===== src/rtl/mdu_mul_seq.sv =====
// Iterative radix-4 Booth multiplier for RV64M MUL/MULH/MULHSU/MULHU/MULW.
// One Booth digit per cycle through a single encoder and one adder, with a held output handshake.

module booth_enc (
  input  logic [2:0] code,
  output logic       neg,
  output logic       one,
  output logic       two
);
  // 111 is encoded as +0, not -0, so no stray carry-in is added.
  assign one = code[1] ^ code[0];
  assign two = (code == 3'b011) | (code == 3'b100);
  assign neg = code[2] & ~(code[1] & code[0]);
endmodule

// state | meaning
// IDLE  | waiting for a request, in_ready high
// BUSY  | retiring one Booth digit per cycle
// DONE  | result held until out_ready or flush
module mdu_mul_seq #(
  parameter int XLEN = 64
) (
  input  logic            clk,
  input  logic            rst_n,
  input  logic            in_valid,
  output logic            in_ready,
  input  logic [XLEN-1:0] src1,
  input  logic [XLEN-1:0] src2,
  input  logic [1:0]      mul_op,
  input  logic            word,
  input  logic            flush,
  output logic            out_valid,
  input  logic            out_ready,
  output logic [XLEN-1:0] result
);
  localparam int W    = XLEN + 2;
  localparam int ITER = W / 2;
  localparam int CW   = $clog2(ITER + 1);
  // Only the low 2*XLEN product bits are ever selected, so the sum is kept modulo 2^(2*XLEN).
  localparam int PW   = 2 * XLEN;
  localparam logic [CW-1:0] LAST_D = CW'(ITER - 1);
  localparam logic [CW-1:0] LAST_W = CW'(16);

  typedef enum logic [1:0] {IDLE, BUSY, DONE} state_t;

  state_t          state;
  logic [1:0]      op_q;
  logic            word_q;
  logic [CW-1:0]   cnt_q;
  logic [PW-1:0]   acc_q;
  logic [PW-1:0]   x_q;
  logic [W:0]      y_q;

  logic [XLEN-1:0] a_in;
  logic [XLEN-1:0] b_in;
  logic            x_sgn;
  logic            y_sgn;
  logic            pp_neg;
  logic            pp_one;
  logic            pp_two;
  logic [PW-1:0]   pp;
  logic [PW-1:0]   sum;
  logic [XLEN-1:0] res_sel;
  logic            last;

  assign in_ready = (state == IDLE);

  assign a_in  = word ? {{(XLEN-32){src1[31]}}, src1[31:0]} : src1;
  assign b_in  = word ? {{(XLEN-32){src2[31]}}, src2[31:0]} : src2;
  assign x_sgn = (word | (mul_op == 2'b01) | (mul_op == 2'b10)) & a_in[XLEN-1];
  assign y_sgn = (word | (mul_op == 2'b01)) & b_in[XLEN-1];

  booth_enc u_enc (
    .code (y_q[2:0]),
    .neg  (pp_neg),
    .one  (pp_one),
    .two  (pp_two)
  );

  // X and Y shift by one digit per cycle, so digit i always sits at y_q[2:0] and x_q = X << 2i.
  always_comb begin
    pp = '0;
    if (pp_one)      pp = x_q;
    else if (pp_two) pp = {x_q[PW-2:0], 1'b0};
  end

  assign sum  = acc_q + (pp_neg ? ~pp : pp) + PW'(pp_neg);
  assign last = (cnt_q == (word_q ? LAST_W : LAST_D));

  always_comb begin
    if (word_q)               res_sel = {{(XLEN-32){sum[31]}}, sum[31:0]};
    else if (op_q == 2'b00)   res_sel = sum[XLEN-1:0];
    else                      res_sel = sum[PW-1:XLEN];
  end

  always_ff @(posedge clk or negedge rst_n) begin
    if (!rst_n) begin
      state     <= IDLE;
      out_valid <= 1'b0;
      result    <= '0;
      op_q      <= '0;
      word_q    <= 1'b0;
      cnt_q     <= '0;
      acc_q     <= '0;
      x_q       <= '0;
      y_q       <= '0;
    end else if (flush) begin
      state     <= IDLE;
      out_valid <= 1'b0;
      cnt_q     <= '0;
    end else begin
      case (state)
        IDLE: begin
          if (in_valid && in_ready) begin
            op_q   <= mul_op;
            word_q <= word;
            x_q    <= {{(PW-XLEN){x_sgn}}, a_in};
            y_q    <= {{2{y_sgn}}, b_in, 1'b0};
            acc_q  <= '0;
            cnt_q  <= '0;
            state  <= BUSY;
          end
        end
        BUSY: begin
          acc_q <= sum;
          x_q   <= {x_q[PW-3:0], 2'b00};
          y_q   <= {2'b00, y_q[W:2]};
          cnt_q <= cnt_q + CW'(1);
          if (last) begin
            state     <= DONE;
            out_valid <= 1'b1;
            result    <= res_sel;
          end
        end
        DONE: begin
          if (out_ready) begin
            state     <= IDLE;
            out_valid <= 1'b0;
          end
        end
        default: state <= IDLE;
      endcase
    end
  end
endmodule


===== config.mk =====
export PLATFORM = sky130hd
export DESIGN_NAME = mdu_mul_seq
export DESIGN_NICKNAME = d
export VERILOG_FILES = /design/src/rtl/mdu_mul_seq.sv
export SDC_FILE = /design/constraint.sdc
export NUM_CORES = 1
export LEC_CHECK = 0
export CAP_MARGIN = 15
export CORE_UTILIZATION = 55
export DETAILED_ROUTE_END_ITERATION = 8
export MAX_ROUTING_LAYER = met4
export PLACE_DENSITY = 0.88
export RECOVER_POWER = 50
export REMOVE_ABC_BUFFERS = 1
export SLEW_MARGIN = 5
export SYNTH_ARGS = -nofsm -noshare
export SYNTH_HDL_FRONTEND = slang
export SYNTH_SLANG_ARGS = --single-unit

===== constraint.sdc =====
create_clock -name clk -period 4.3 [get_ports clk]
set_input_delay 0.43 -clock clk [delete_from_list [all_inputs] [get_ports clk]]
set_output_delay 0.43 -clock clk [all_outputs]
set_load 0.02 [all_outputs]

==> results.txt <==
----------------------------------------------------
[Status]
  Outcome ... complete, but fails checks
  Failing checks ... max-capacitance violations, max-slew violations, negative setup slack

[Setup path]
  CP required ... 4.80 ns
  Highest net fanout along the worst path ... 17
  Crit Path Class ... reg -> reg
  Arr. time, crit path ... 5.38 ns
  Type of origin of the critical path ... flop
  Endpoint class of the critical path ... flop

[Timing]
  Fin crit period ... 4.880 ns
  Peak clock frequency supported by timing ... 0.2049 GHz
  Smallest setup slack after layout ... -0.5798 ns
  Final Hold Fails ... 0
  Slew margin rel. ... -75.62%
  Slew at the pin closest to its max-slew limit ... 2.634 ns
  Crit share post-route ... 113.5%
  Final count of pins violating max slew ... 91
  Final sum of negative setup slack ... -43.68 ns
  Count of final setup violators ... 144
  Unrepaired setup endpoints after global routing ... yes
  Largest clock skew in the final design ... 0.02230 ns

[Yosys]
  Async SR Flop Fraction ... 100.0%
  Cell area after synthesis ... 0.02816 mm2
  Number of flops mapped to enable cells by yosys ... 0
  Post-Syn Area per Cell ... 7.924 um2
  Synth unique cells ... 83
  Fraction of the yosys area taken by sequential cells ... 35.37%
  Main synth FF type ... sky130_fd_sc_hd__dfrtp_1
  Warnings from Yosys ... 0
  Proportion of netlist area held by the largest area contributor ... 35.37%
  FF+latch count, synth ... 398
  Largest cells by area after synthesis ... sky130_fd_sc_hd__dfrtp_1, sky130_fd_sc_hd__a21oi_1, sky130_fd_sc_hd__xnor2_1, sky130_fd_sc_hd__nand2_1, sky130_fd_sc_hd__ha_1
  Leading area contributor after synthesis ... sky130_fd_sc_hd__dfrtp_1
  Number of standard cells after synthesis ... 3554

[Clocking]
  Root Buffer ... sky130_fd_sc_hd__clkbuf_16
  Clock edge transition at the registers on the reported setup and hold paths ... 0.06 ns
  Later-pin clock latency in the skew report ... 0.61 ns
  Total clock sinks ... 398
  Clock tree from TritonCTS ... built
  Buffer depth of the longest clock path ... 3
  Cts bufs inserted ... 45
  Clock H-tree levels ... 2

[Floorplanning]
  Floorplan die height ... 228.3 um
  Number of top-level pins ... 202
  Initial standard-cell utilization of the core ... 55.90%
  Die boundary width ... 228.3 um
  Die ar. ... 0.05211 mm2
  Std-Cell Core Area ... 0.05038 mm2
  Site Rows ... 82

[Cells and area]
  Commonest non-fill, non-tap cells in the layout ... sky130_fd_sc_hd__buf_4, sky130_fd_sc_hd__nand2_1, sky130_fd_sc_hd__dfrtp_1, sky130_fd_sc_hd__a21oi_1, sky130_fd_sc_hd__nor2_1
  Area growth, synth to finish ... 45.07%
  Most common cell after layout, fill and taps aside ... sky130_fd_sc_hd__buf_4
  Post-route insts no fill ... 5117
  Area used by multi-input combinational logic ... 0.01918 mm2
  Net count, final ... 4682
  Share of final-layout standard cells stronger than drive strength 1 ... 29.59%
  Fillers ... 3086
  Layout Cell Area excl Fill ... 0.04085 mm2
  Area occupied by registers ... 0.009960 mm2

[Routing]
  Count of unresolved DRC violations after routing ... 0
  Ratio of routed vias to standard cells ... 6.385
  Detailed-route wire length ... 117800 um
  Post-detailed-route count of antenna-violating nets ... 0
  Average wire per standard cell ... 23.02 um
  Via total after detailed routing ... 32670
  Number of iterations in the first detailed-routing pass ... 8
  Length of routed met2 wiring ... 53120 um
  Highest routed layer ... met4
  DRT met1 WL ... 45530 um
  Violation count after the first detailed-route iteration ... 3744
  Met3 layer wire length in the routed design ... 11140 um

[Placement]
  Final HPWL DP ... 78870 um
  Post-place setup slack ... -0.6956 ns
  Post-DP Area ... 0.03608 mm2
  Total of buffers placed on input and output ports ... 201
  Gp weighted congestion ... 1.059
  Placed Cells incl. Taps ... 4928

[GRT]
  Overall routing resource usage ... 44.44%
  Maximum number of pins on one net before global-route repair ... 210
  Number of antenna violations at the first check in global routing ... 1
  Global-route wire length before repair ... 177700 um
  Overflow left after global routing ... 0
  Via count of the first global-routing pass ... 31840

[Run]
  Max-capacitance violation count ... 1

[Worst hold path]
  Class of the most critical hold timing path ... in -> reg

----------------------------------------------------
## area by class of cell
cell class | count | area share [%]
Sequential cell | 398 | 24.38
Clock inverter | 18 | 0.6186
Inverter | 55 | 0.5053
Tap cell | 672 | 2.058
Multi-Input combinational cell | 2834 | 46.96
Clock buffer | 60 | 3.041
Timing Repair Buffer | 1079 | 22.43
Antenna cell | 1 | 0.006125
## cell usage after synthesis (all sizes together), types with 13 or more instances
cell type and count:
a31oi 83, o21bai 53, a22o 23, nand3 123, buf 23, dfrtp 398, nor4 14, ha 132
nor2 355, a21boi 17, inv 55, o31ai 16, clkbuf 244, nand4 79, o21a 29, xnor2 208
o21ai 307, a21oi 431, nand2 480, a22oi 126, mux2i 13, xor2 52, a21o 66, nor3 40
mux2 13, o221ai 13
## flip-flops by register name, summed over array words and instances, names as in the netlist
signal and count:
acc_q 128, x_q 128, y_q 66, result 64
cnt_q 6, op_q 2, state 2, out_valid 1
word_q 1
## routing by layer
metal | up-vias | track usage, %
met2 | 2046 | 68.51
met1 | 15650 | 56.01
met3 | 540 | 7.125
met5 | - | -
met4 | 0 | 24.20
li1 | 14440 | -
## worst max-delay path: stages (launching register included)
cell	delay, ns
sky130_fd_sc_hd__dfrtp_1	0.41
sky130_fd_sc_hd__ha_2	0.23
sky130_fd_sc_hd__mux2i_2	0.25
sky130_fd_sc_hd__nor2_4	0.12
sky130_fd_sc_hd__buf_4	0.16
sky130_fd_sc_hd__buf_12	0.15
sky130_fd_sc_hd__buf_16	0.17
sky130_fd_sc_hd__a22oi_1	0.23
sky130_fd_sc_hd__xnor2_1	0.10
sky130_fd_sc_hd__ha_1	0.33
sky130_fd_sc_hd__buf_4	0.16
sky130_fd_sc_hd__buf_4	0.14
sky130_fd_sc_hd__a21oi_1	0.20
sky130_fd_sc_hd__o21ai_0	0.18
sky130_fd_sc_hd__o21bai_1	0.21
sky130_fd_sc_hd__a221o_1	0.36
sky130_fd_sc_hd__a21o_1	0.22
sky130_fd_sc_hd__nand2_1	0.11
sky130_fd_sc_hd__o2111ai_4	0.19
sky130_fd_sc_hd__and4_4	0.23
sky130_fd_sc_hd__or3_4	0.37
sky130_fd_sc_hd__a32o_1	0.25
## metrics by stage
stage,hold slack (ns),utilization (%)
3_3_place_gp,0.4516,71.62
4_1_cts,0.3743,79.15
6_report,0.3869,81.10
5_1_grt,0.4005,81.10
2_1_floorplan,0.1344,-
3_5_place_dp,0.4610,71.62
## logic make-up after synthesis
logic type / after synthesis / synth area share [%]
flops: 398 / 35.37
buf+inv: 322 / 4.363
xor+xnor: 260 / 8.086
compound gates: 1252 / 27.36
mux: 26 / 0.9952
simple gates: 1163 / 17.89
fa+ha+maj: 133 / 5.936
## timing repair
action	4_1_cts	5_1_grt
resized for setup	345	163
hold endpoints to repair	83	0
setup endpoints to repair	142	152
hold buffers	1	0
pin swaps	151	105
setup buffers	63	44
gates cloned	7	2
## final timing paths
check | start | endpoint | slack [ns] | cells after the start
min in group asynchronous | rst_n | x_q[9] | 1.20 | 2
worst min-delay path | src1[7] | x_q[7] | 0.39 | 3
max in group asynchronous | rst_n | y_q[43] | 0.62 | 3
worst max-delay path | y_q[0] | acc_q[118] | -0.58 | 21
worst min register to register | y_q[65] | y_q[65] | 0.48 | 2
worst max register to register | y_q[0] | acc_q[118] | -0.58 | 21
Power is not shown: default switching activity piles up to over one toggle a cycle in this logic, so the estimate is an artifact.
